### config.mk
export PLATFORM = sky130hd
export DESIGN_NAME = inst_fetch
export DESIGN_NICKNAME = d
export VERILOG_FILES = /design/src/rtl/inst_fetch_pkg.sv /design/src/rtl/icache_array.sv /design/src/rtl/inst_fetch.sv
export SDC_FILE = /design/constraint.sdc
export NUM_CORES = 1
export LEC_CHECK = 0
export CAP_MARGIN = 20
export CORE_UTILIZATION = 40
export CTS_BUF_LIST = sky130_fd_sc_hd__clkbuf_16
export DETAILED_ROUTE_END_ITERATION = 10
export DONT_BUFFER_PORTS = 1
export PLACE_DENSITY = 0.64
export SETUP_SLACK_MARGIN = 0.15
export SYNTH_ARGS = -nofsm -noshare
export SYNTH_HDL_FRONTEND = slang
export SYNTH_SLANG_ARGS = --single-unit
### constraint.sdc
create_clock -name clk -period 12.6 [get_ports clk]
set_clock_uncertainty 0.15 [all_clocks]
set_input_delay 3.78 -clock clk [delete_from_list [all_inputs] [get_ports clk]]
set_output_delay 3.78 -clock clk [all_outputs]
set_load 0.01 [all_outputs]
### src/rtl/inst_fetch_pkg.sv
// rtl/inst_fetch_pkg.sv - shared widths, state encodings and helpers for the fetch stage
package inst_fetch_pkg;

    localparam int ADDR_W       = 32;
    localparam int INST_W       = 32;
    localparam int STALL_W      = 6;
    localparam int BYTE_W       = 8;
    localparam int IF_STALL_BIT = 1;

    // Widths at the default of 16 one-word lines
    localparam int DEF_LINES = 16;
    localparam int IDX_W     = 4;
    localparam int TAG_W     = ADDR_W - 2 - IDX_W;

    typedef enum logic {
        IDLE  = 1'b0,
        FETCH = 1'b1
    } fetch_state_t;

    function automatic int idx_width(input int lines);
        return $clog2(lines);
    endfunction

    function automatic int tag_width(input int lines);
        return ADDR_W - 2 - $clog2(lines);
    endfunction

endpackage

### src/rtl/icache_array.sv
// rtl/icache_array.sv - direct-mapped tag/data/valid storage, async read, sync write
module icache_array
    import inst_fetch_pkg::*;
#(
    parameter int LINES  = DEF_LINES,
    parameter int LIDX_W = IDX_W,
    parameter int LTAG_W = TAG_W,
    parameter int DATA_W = INST_W
) (
    input  logic              clk,
    input  logic              rst,
    input  logic [LIDX_W-1:0] rd_idx,
    output logic              rd_valid,
    output logic [LTAG_W-1:0] rd_tag,
    output logic [DATA_W-1:0] rd_data,
    input  logic              wr_en,
    input  logic [LIDX_W-1:0] wr_idx,
    input  logic [LTAG_W-1:0] wr_tag,
    input  logic [DATA_W-1:0] wr_data
);

    logic [LINES-1:0]  valid_q;
    logic [LTAG_W-1:0] tag_mem  [LINES];
    logic [DATA_W-1:0] data_mem [LINES];

    // Only the valid bits need clearing; stale tag/data are masked by them
    always_ff @(posedge clk) begin
        if (rst) begin
            valid_q <= '0;
        end else if (wr_en) begin
            valid_q[wr_idx] <= 1'b1;
        end
    end

    always_ff @(posedge clk) begin
        if (wr_en) begin
            tag_mem[wr_idx]  <= wr_tag;
            data_mem[wr_idx] <= wr_data;
        end
    end

    assign rd_valid = valid_q[rd_idx];
    assign rd_tag   = tag_mem[rd_idx];
    assign rd_data  = data_mem[rd_idx];

endmodule

### src/rtl/inst_fetch.sv
// rtl/inst_fetch.sv - instruction fetch stage with a direct-mapped one-word icache
module inst_fetch
    import inst_fetch_pkg::*;
#(
    parameter int ICACHE_LINES = DEF_LINES
) (
    input  logic               clk,
    input  logic               rst,
    input  logic [ADDR_W-1:0]  pc_i,
    input  logic [STALL_W-1:0] stall_state,
    input  logic               ex_flag,
    input  logic [BYTE_W-1:0]  mem_byte,
    input  logic               mem_byte_valid,
    output logic               mem_req,
    output logic [ADDR_W-1:0]  mem_addr,
    output logic [ADDR_W-1:0]  if_pc,
    output logic [INST_W-1:0]  if_inst,
    output logic               if_valid,
    output logic               stall_req
);

    localparam int LIDX_W = idx_width(ICACHE_LINES);
    localparam int LTAG_W = tag_width(ICACHE_LINES);

    fetch_state_t state_q, state_n;
    logic [1:0]   k_q, k_n;
    logic [23:0]  buf_q, buf_n;

    logic [LIDX_W-1:0] idx;
    logic [LTAG_W-1:0] tag;
    logic              rd_valid;
    logic [LTAG_W-1:0] rd_tag;
    logic [INST_W-1:0] rd_data;
    logic              hit;
    logic              wr_en;
    logic [INST_W-1:0] wr_data;

    assign idx     = pc_i[2 +: LIDX_W];
    assign tag     = pc_i[ADDR_W-1 -: LTAG_W];
    assign hit     = rd_valid && (rd_tag == tag);
    assign wr_data = {mem_byte, buf_q};

    icache_array #(
        .LINES  (ICACHE_LINES),
        .LIDX_W (LIDX_W),
        .LTAG_W (LTAG_W),
        .DATA_W (INST_W)
    ) u_array (
        .clk      (clk),
        .rst      (rst),
        .rd_idx   (idx),
        .rd_valid (rd_valid),
        .rd_tag   (rd_tag),
        .rd_data  (rd_data),
        .wr_en    (wr_en),
        .wr_idx   (idx),
        .wr_tag   (tag),
        .wr_data  (wr_data)
    );

    always_ff @(posedge clk) begin
        if (rst) begin
            state_q <= IDLE;
            k_q     <= 2'd0;
            buf_q   <= '0;
        end else begin
            state_q <= state_n;
            k_q     <= k_n;
            buf_q   <= buf_n;
        end
    end

    // ex_flag squashes everything: no request, no stall, no cache write
    always_comb begin
        state_n   = state_q;
        k_n       = k_q;
        buf_n     = buf_q;
        wr_en     = 1'b0;
        mem_req   = 1'b0;
        mem_addr  = '0;
        stall_req = 1'b0;
        if (ex_flag) begin
            state_n = IDLE;
            k_n     = 2'd0;
        end else begin
            case (state_q)
                IDLE: begin
                    if (!hit) begin
                        stall_req = 1'b1;
                        state_n   = FETCH;
                        k_n       = 2'd0;
                    end
                end
                FETCH: begin
                    stall_req = 1'b1;
                    mem_req   = 1'b1;
                    mem_addr  = {pc_i[ADDR_W-1:2], 2'b00} + {{(ADDR_W-2){1'b0}}, k_q};
                    if (mem_byte_valid) begin
                        case (k_q)
                            2'd0: buf_n[7:0]   = mem_byte;
                            2'd1: buf_n[15:8]  = mem_byte;
                            2'd2: buf_n[23:16] = mem_byte;
                            default: begin
                                wr_en   = !rst;
                                state_n = IDLE;
                            end
                        endcase
                        k_n = k_q + 2'd1;
                    end
                end
                default: state_n = IDLE;
            endcase
        end
    end

    always_ff @(posedge clk) begin
        if (rst) begin
            if_pc    <= '0;
            if_inst  <= '0;
            if_valid <= 1'b0;
        end else if (ex_flag) begin
            if_valid <= 1'b0;
        end else if (!stall_state[IF_STALL_BIT]) begin
            if (state_q == IDLE && hit) begin
                if_pc    <= pc_i;
                if_inst  <= rd_data;
                if_valid <= 1'b1;
            end else begin
                if_valid <= 1'b0;
            end
        end
    end

    logic unused_bits;
    assign unused_bits = ^{pc_i[1:0], stall_state[STALL_W-1:2], stall_state[0]};

endmodule

Yosys cells after proc, flatten, opt, wreduce, memory -nomap -nowiden
Memories as Yosys holds them, arrays and structs flattened. A register that Yosys moved wholly into a read port is not among the register bits.
Index checks and enable logic that the tools add are counted.
{"block": "totals", "ram_bits": 928, "mem_count": 2, "romBits": 0, "regBits": 76, "input_bits": 50, "latch_bits": 0, "out_inout_bits": 99, "wordCells": 59}
{"block": "op_classes", "shifts": 0, "n_eq_ne": 5, "mul": 0, "addsub": 2, "magnitude_cmp": 2, "mux": 24, "bitwise_logic": 4, "reduce_logical": 12, "n_div": 0}
{"memory": "u_array.data_mem", "depth": 16, "width": 32, "rd": 1, "rd_ports_with_merged_regs": 1, "write_ports": 1, "line": "icache_array.sv:24", "rtl": "logic [DATA_W-1:0] data_mem [LINES];"}
{"memory": "u_array.tag_mem", "depth": 16, "width": 26, "rd": 1, "rd_ports_with_merged_regs": 0, "write_ports": 1, "line": "icache_array.sv:23", "rtl": "logic [LTAG_W-1:0] tag_mem [LINES];"}
{"cell": "32-bit two-way mux", "count": 2}
{"cell": "32-bit by 2-bit adder with 32-bit output", "count": 1}
{"cell": "26-bit == test", "count": 1}
{"cell": "16-bit OR", "count": 1}
{"cell": "1-bit two-way mux", "count": 15}
{"cell": "4-bit AND reduction", "count": 3}
{"cell": "4-bit by 5-bit < comparator with 1-bit output, second input constant", "count": 1}
{"cell": "1-bit binary-select mux with 4-bit select", "count": 1}
{"cell": "1-bit demux with 4-bit select", "count": 1}
{"cell": "4-bit by 1-bit greater-or-equal comparator with 1-bit output, second input constant", "count": 1}
{"cell": "2-bit two-way mux", "count": 2}
{"cell": "2-bit inequality test, second input constant", "count": 2}
{"cell": "1-bit one-hot mux with 2 select lines", "count": 2}
{"cell": "2-bit one-hot mux with 2 select lines", "count": 1}
{"cell": "1-bit logical AND", "count": 3}
{"cell": "1-bit inverter", "count": 3}
{"cell": "3-bit AND reduction", "count": 1}
{"cell": "3-bit OR reduction", "count": 1}
{"cell": "2-bit by 1-bit adder with 2-bit output, second input constant", "count": 1}
{"cell": "2-bit by 1-bit == test with 1-bit output, second input constant", "count": 1}
{"cell": "2-bit == test, second input constant", "count": 1}
{"cell": "2-bit logical NOT", "count": 1}
{"cell": "2-bit AND reduction", "count": 1}
{"cell": "2-bit OR reduction", "count": 1}
{"cell": "1-bit logical NOT", "count": 1}

Depth between registers and ports, before layout
Gate-level depths: netlist of the first run.
{"block": "logic_depth", "depth_word": 8, "mapped_depth": 14, "ltp_nobuf": 8}

Modules after synthesis
Synthesis of the first run repeated with hierarchy kept, for this count alone.
{"block": "hier_totals", "hier_cells": 1993, "area_unflattened_um2": 39857.0}
{"mod": "icache_array", "cells_each": 1506, "instances": 1, "area_per_inst_um2": 35323.9, "seq_area_each_um2": 28187.0}
{"mod": "inst_fetch", "cells_each": 487, "instances": 1, "area_per_inst_um2": 4533.1, "seq_area_each_um2": 1841.8}

Worst setup path before layout of the first run
Ideal clock, no wire load.
{"block": "synth_path", "path_kind": "input port to output port", "start": "in pc_i[3]", "end": "out stall_req", "path_stages": 11, "path_slack_ns": 2.538, "required_time_ns": 8.670, "arrival_ns": 6.132, "n_path_buf": 3, "cell_sequence": "buf_6 > buf_4 > buf_2 > mux4_2 > mux2i_1 > nor2_1 > a2111oi_0 > nand4_1 > a2111oi_2 > nand3_1 > nor2b_1"}
{"block": "synth_via", "elab_chain_cells": 6, "elab_cells_between_ends": 8, "cone_classes": "eq/ne: 1; mux: 5; reduce/logical: 1; memory: 1"}
{"item": "start: declaration", "line": "inst_fetch.sv:9", "rtl": "input logic [ADDR_W-1:0] pc_i,"}
{"item": "memory read 16 x 26 bit or 1-bit binary-select mux with 4-bit select (tied branches)"}
{"item": "26-bit == test or 1-bit two-way mux (tied branches)", "line": "inst_fetch.sv:40, icache_array.sv:42"}
{"item": "1-bit logical AND *", "line": "inst_fetch.sv:40", "rtl": "assign hit = rd_valid && (rd_tag == tag);"}
{"item": "1-bit two-way mux *", "line": "inst_fetch.sv:88", "rtl": "if (!hit) begin"}
{"item": "1-bit one-hot mux with 2 select lines *", "line": "inst_fetch.sv:86", "rtl": "case (state_q)"}
{"item": "1-bit two-way mux *", "line": "inst_fetch.sv:82", "rtl": "if (ex_flag) begin"}
{"item": "end: declaration", "line": "inst_fetch.sv:19", "rtl": "output logic stall_req"}
Mark *: on every way between the ends. The rest lies on a longest branch, timed or not. The select of a mux whose other input is x is not followed.

Worst setup path in the final report of the first run
{"block": "layout_path", "start": "in pc_i[2]", "end": "out stall_req"}
The elaborated chain is that of the path after synthesis.

==> impl_metrics.tcl, run 1 <==
set metrics [dict create \
    status "finished clean" \
    timing.final.setup_violations 0 \
    syn_nets 2074 \
    path_clk_slew_ns 0.06 \
    clock_sinks 1036 \
    fmax_mhz 92.12 \
    synth.avg_cell_area_um2 20.02 \
    totalPowerFinal_w 0.006856 \
    drt.antenna.violating_nets 0 \
    final_cell_count_no_fill 3435 \
    row_count 116 \
    ys_dominant_reg_cell "edfxtp_1" \
    drc_violations_left 0 \
    critPathLaunchType "input pin" \
    layout-drive-gt1-share_pct 21.71 \
    detailedPlacementHpwl_um 48170 \
    grt_remaining_overflow 0 \
    total_die_area_um2 102400 \
    cellLeakagePower_nw 14.14 \
    cts_hold_repair.buffers 0 \
    stdcell_area_um2 45240 \
    first_pass_iters 5 \
    final-hold-violation-count 0 \
    post_synth_instance_area_um2 40440 \
    use_met3_pct 4.350 \
    yosysSeqAreaShare_pct 74.26 \
    route.detailed.vias_per_inst 5.621 \
    post-route-period-util_pct 86.15 \
    multi_input_area_um2 9971 \
    io_pins 149 \
    cts_tree "built" \
    worst-slew-pin-transition_ns 1.059 \
    design.final.nets 2102 \
    async_set_reset_flop_share_out_of_synthesis_pct 0 \
    floorplan.initialDensity_pct 40.38 \
    post_cts_resize_count 0 \
    power.density_nw_per_um2 151.5 \
    synth_top_cells_by_area "edfxtp_1, mux4_2, dfxtp_1, mux2i_1, nand2b_1" \
    place.port_buffers 0 \
    placed_cells_incl_taps 3240 \
    filler_cell_count 8466 \
    synth_top_area_cell "edfxtp_1" \
    total_length_of_routed_wires_um 93080 \
    timing.max_slew.rel_slack_pct 29.27 \
    total_cell_area_at_the_placement_stage_um2 41880 \
    n_antenna_cell 0 \
    maxSlewViolCount 0 \
    grt_pass1_wl_um 136700 \
    layout_min_cycle_time_ns 10.86 \
    num_vias 19310 \
    cts_buffers 103 \
    globalRoute.busiestLayer "met2" \
    drt-initial-drc-count 1905 \
    synthDominantCellAreaShare_pct 68.92 \
    globalRouteMet2Util_pct 29.45 \
    first_global_vias 20110 \
    finalSetupTns_ns 0 \
    groute.usage.overall_pct 18.30 \
    worst-endpoint-arrival_ns 6.93 \
    fp.dieW_um 319.9 \
    number_of_synthesized_flops_with_an_enable_pin 928 \
    netlist_instances 2020 \
    irDropWorstVdd_v 0.0001035 \
    floorplan.core_area_um2 100100 \
    setup.worst_path.end_class "output port" \
    critPathMaxFanout 201 \
    die_height_um 319.9 \
    synth-seq-cells 1036 \
    clkLatencyLatePin_ns 0.68 \
    htree_num_levels 3 \
    globalRouteMet1Util_pct 25.37 \
    largest_net_degree_at_the_start_of_global_routing 255 \
    grt_setup_unrepaired "false" \
    area_growth_pct 11.89 \
    yosysUniqueCellTypes 58 \
    critPathKind "in2out" \
    yosys_warnings 0 \
    register_area_um2 30030 \
    wl_per_cell_um 27.10 \
    clockRootBuffer "clkbuf_16" \
    cts-root-to-sink-buffers 3 \
    hold_class "reg2reg" \
    worst_ep_required_time_ns 8.67 \
    cap_viol_max_count 0 \
    gp_congestion 0.7502 \
    post_cts_setup_buffer_count 0 \
    antenna_found_initial 3 \
]
==> synth_stat cells, drive strengths merged (2+ instances only) <==
master,number
inv,9
nor3,18
mux2i,134
and2,29
o21ba,7
nor2,40
nand4,6
mux2,15
o22a,2
xor2,6
clkbuf,52
dfxtp,108
a22o,9
ha,4
buf,56
a22oi,5
xnor2,26
nand2,68
a2111oi,6
o31ai,2
nand2b,139
a31oi,5
o21a,3
nor2b,10
or2,2
o22ai,10
a21oi,29
o211a,2
edfxtp,928
o21ai,6
and3,4
mux4,240
nand3,13
nor4b,3
a221oi,9
==> worst paths after layout <==
check / cells after the start / startpoint / slack, ns / end
worst max-delay path: 9 / pc_i[2] / 1.74 / stall_req
worst min-delay path: 2 / u_array.valid_q[1]$_SDFFE_PP0P_ / 0.32 / u_array.valid_q[1]$_SDFFE_PP0P_
worst max register to register: 9 / u_array.tag_mem[7][3]$_DFFE_PP_ / 8.40 / if_pc[14]$_SDFFE_PP0P_
worst min register to register: 2 / u_array.valid_q[1]$_SDFFE_PP0P_ / 0.32 / u_array.valid_q[1]$_SDFFE_PP0P_
==> critical path, cell delays in order <==
cell	delay, ns
mux4_2	0.58
mux2i_1	0.16
nor2_1	0.06
a2111oi_0	0.68
nand4_1	0.23
a2111oi_2	0.70
nand3_1	0.17
buf_4	0.24
nor2b_1	0.17
==> registers in the layout, summed over array words and instances, names as in the netlist <==
register / cells
buf_q: 24
if_inst: 32
if_pc: 32
if_valid: 1
k_q: 2
state_q: 1
u_array.data_mem: 512
u_array.tag_mem: 416
u_array.valid_q: 16
==> metrics by stage <==
step / utilization (%) / hold WS (ns) / worst slack (ns)
after floorplan: - / 0.2848 / 2.538
after global placement: 41.82 / 0.2937 / 1.660
after detailed placement: 41.82 / 0.3089 / 1.834
after CTS: 45.16 / 0.3230 / 1.812
after global routing: 45.18 / 0.3496 / 1.554
final: 45.18 / 0.3247 / 1.745
==> power breakdown <==
part	total, W	internal (W)	switching, W
clock	0.00298	0.00168	0.00130
combinational	0.000149	0.0000931	0.0000562
sequential	0.00372	0.00372	0.00000273
total	0.00686	0.00550	0.00136
==> placed cells by master, fill, tap and decap left out, drive strengths merged, types with 10 or more instances in the layout <==
cell type / instances
clkinvlp: 10
nor2b: 10
mux2i: 134
a21oi: 29
nand2b: 139
buf: 31
dfxtp: 108
clkinv: 47
mux2: 15
inv: 33
nand2: 68
nor2: 40
and2: 29
o22ai: 10
nand3: 13
mux4: 240
xnor2: 26
clkbuf: 105
edfxtp: 928
nor3: 18
==> area by class of cell <==
cell class / count / share of cell area (%)
inverters: 9 / 0.07467
repair buffers: 31 / 0.5420
clock inverters: 89 / 1.576
clock buffers: 105 / 5.808
flip-flops and latches: 1036 / 66.37
well taps: 1298 / 3.590
multi-input cells: 867 / 22.04
==> logic make-up (layout without fill, tap and decap cells) <==
logic type	count (synthesis)	count (layout)	synth area share, %
simple gates	338	338	4.512
fa+ha+maj	4	4	0.1238
buf+inv	117	234	1.402
mux	389	389	17.10
compound gates	104	104	1.903
xor+xnor	32	32	0.6931
flops	1036	1036	74.26
==> layer usage <==
metal	wire length (um)	share of wire, %
met4	1465	1.6
met1	39530	42
met5	0	0
met2	44680	48
met3	7414	8.0
No activity file was read; power rests on OpenSTA's default activity.
==> run 2: changes to the inputs <==
--- a/config.mk
+++ b/config.mk
@@ -6,11 +6,11 @@
 export NUM_CORES = 1
 export LEC_CHECK = 0
 export CAP_MARGIN = 20
-export CORE_UTILIZATION = 40
+export CORE_UTILIZATION = 60
 export CTS_BUF_LIST = sky130_fd_sc_hd__clkbuf_16
 export DETAILED_ROUTE_END_ITERATION = 10
 export DONT_BUFFER_PORTS = 1
-export PLACE_DENSITY = 0.64
+export PLACE_DENSITY = 0.86
 export SETUP_SLACK_MARGIN = 0.15
 export SYNTH_ARGS = -nofsm -noshare
 export SYNTH_HDL_FRONTEND = slang
==> constraint.sdc (replaced) <==
create_clock -name clk -period 11 [get_ports clk]
set_clock_uncertainty 0.15 [all_clocks]
set_input_delay 3.3 -clock clk [delete_from_list [all_inputs] [get_ports clk]]
set_output_delay 3.3 -clock clk [all_outputs]
set_load 0.01 [all_outputs]
==> run 2 against run 1 <==
Hold slack improved by 0.018 ns. Global-route usage rose by 11 points. Largest power group unchanged. Combinational power rose by 21%. Via count rose by 7.0%. Wire length rose by 6.0%. Largest cell class unchanged. Core utilization rose by 22 points. Non-clock buffer count fell by 6. Design area fell by 1.7%. Register-to-register slack got worse by 1.8 ns. Setup slack got worse by 0.99 ns. Critical path depth fell by 1. Die area fell by 33%.
==> impl_metrics.tcl, run 2 (synthesis gave the netlist of run 1 again) <==
set metrics [dict create \
    worst-endpoint-arrival_ns 6.80 \
    drt-initial-drc-count 3045 \
    drc_violations_left 0 \
    pre_cts_ws_ns 1.185 \
    cp.depth 8 \
    timing.final.setup_violations 0 \
    place.port_buffers 0 \
    grt_setup_unrepaired "false" \
    die_height_um 261.6 \
    count_of_buffering_cells_on_the_critical_path_with_inverters_included 0 \
    m1WireLength_um 33260 \
    critPathMaxFanout 201 \
    grt_remaining_overflow 0 \
    setup.worst_path.end_class "output port" \
    power.density_nw_per_um2 174.9 \
    fmax_mhz 97.58 \
    row_count 94 \
    first_pass_iters 7 \
    dr.max_layer_used "met4" \
    layout_min_cycle_time_ns 10.25 \
    max_flop_register "u_array.data_mem" \
    post-route-period-util_pct 93.17 \
    htree_num_levels 3 \
    largest_registers "u_array.data_mem (512), u_array.tag_mem (416)" \
    critPathKind "in2out" \
    stdcell_area_um2 44470 \
    cts_buffers 97 \
    antenna_found_initial 3 \
    total_met2_wirelength_after_detailed_routing_um 49540 \
    groute.usage.overall_pct 29.28 \
    timing.max_slew.rel_slack_pct 21.04 \
    hold-worst-slack_ns 0.3431 \
    num_vias 20670 \
    floorplan.initialDensity_pct 61.07 \
    final-hold-violation-count 0 \
    irDropWorstVdd_v 0.0001473 \
    final_critical_path_setup_slack_ns 0.7518 \
    grt_pass1_wl_um 141500 \
    number_of_cell_instances_on_the_worst_register_to_register_path 9 \
    cts_hold_repair.buffers 0 \
    clock_sinks 1036 \
    largest_net_degree_at_the_start_of_global_routing 255 \
    critPathLaunchType "input pin" \
    path_clk_slew_ns 0.06 \
    top_library_cells_by_usage_in_the_layout_fill_and_taps_aside "edfxtp_1, mux4_2, nand2b_1" \
    area_growth_pct 9.989 \
    status "finished clean" \
    clkLatencyLatePin_ns 0.68 \
    fp.dieW_um 261.6 \
    clockRootBuffer "clkbuf_16" \
    drt.antenna.violating_nets 0 \
    worst_ep_required_time_ns 7.55 \
    floorplan.core_area_um2 66220 \
    layout-drive-gt1-share_pct 21.07 \
    finalSetupTns_ns 0 \
    total_cell_area_at_the_placement_stage_um2 41300 \
    cts-root-to-sink-buffers 3 \
    hold_class "reg2reg" \
    gp_congestion 0.8602 \
    cp_max_stage_cell "a2111oi_0" \
    met3WireLength_um 12300 \
    critical_path_cell_list "mux4_2, mux2i_1, nor2_1, a2111oi_0, nand4_1, a2111oi_2, nand3_1, nor2b_1" \
    total_length_of_routed_wires_um 98630 \
    first_global_vias 21270 \
    detailedPlacementHpwl_um 47400 \
    cap_viol_max_count 0 \
    post_cts_setup_buffer_count 0 \
    total_die_area_um2 68430 \
    largest_register_ffs 512 \
    cpLargestDelayFamily "compound AO/OA/AOI/OAI gates" \
    post_cts_resize_count 0 \
    worst-slew-pin-transition_ns 1.182 \
    holdPathStages 1 \
    layout_commonest_cell "edfxtp_1" \
    route.detailed.vias_per_inst 6.920 \
    wl_per_cell_um 33.02 \
    design.final.nets 2090 \
    maxSlewViolCount 0 \
    io_pins 149 \
    cts_tree "built" \
    timing.critical_path.slowest_cell_delay_ns 0.67 \
    cellLeakagePower_nw 14.04 \
]
## run 2: through the flow
step | utilization (%) | std cells | power (W)
after floorplan | - | 2020 | 0.004541
after global placement | 62.34 | 2800 | 0.004515
after detailed placement | 62.37 | 2801 | 0.004520
after CTS | 67.16 | 2985 | 0.007788
after global routing | 67.16 | 2985 | 0.007936
final | 67.16 | 2987 | 0.007781
## run 2: cell type report
type	count	area, um2
multi-input combinational	867	9958
inverter	9	33.78
tap	864	1081
sequential	1036	30030
antenna	2	5.005
clock inverter	86	714.4
timing repair buffer	25	200.2
clock buffer	98	2452
fill	3899	21740
## run 2: worst paths after layout
path,start,end,slack (ns)
worst min-delay path,u_array.valid_q[11]$_SDFFE_PP0P_,u_array.valid_q[11]$_SDFFE_PP0P_,0.34
worst min register to register,u_array.valid_q[11]$_SDFFE_PP0P_,u_array.valid_q[11]$_SDFFE_PP0P_,0.34
worst max-delay path,pc_i[2],stall_req,0.75
worst max register to register,u_array.tag_mem[15][3]$_DFFE_PP_,if_inst[10]$_SDFFE_PP0P_,6.57
## run 2: worst register-to-register path, delay by kind of cell (launching register included)
family	cells	cell delay, ns
AND/OR/NAND/NOR	3	1.02
buffers and inverters	1	0.50
multiplexers	3	0.99
AO/OA/AOI/OAI	2	1.31
flip-flops	1	0.38
## run 2: power breakdown
part           internal, W  switching (W)
Combinational     0.000107      0.0000732
Clock              0.00185        0.00149
Sequential         0.00426     0.00000328
## run 2: layer usage
layer,GRT usage [%],vias up
met2,48.45,1674
met5,0,-
met4,10.85,0
li1,-,8169
met3,7.162,269
met1,37.98,10560
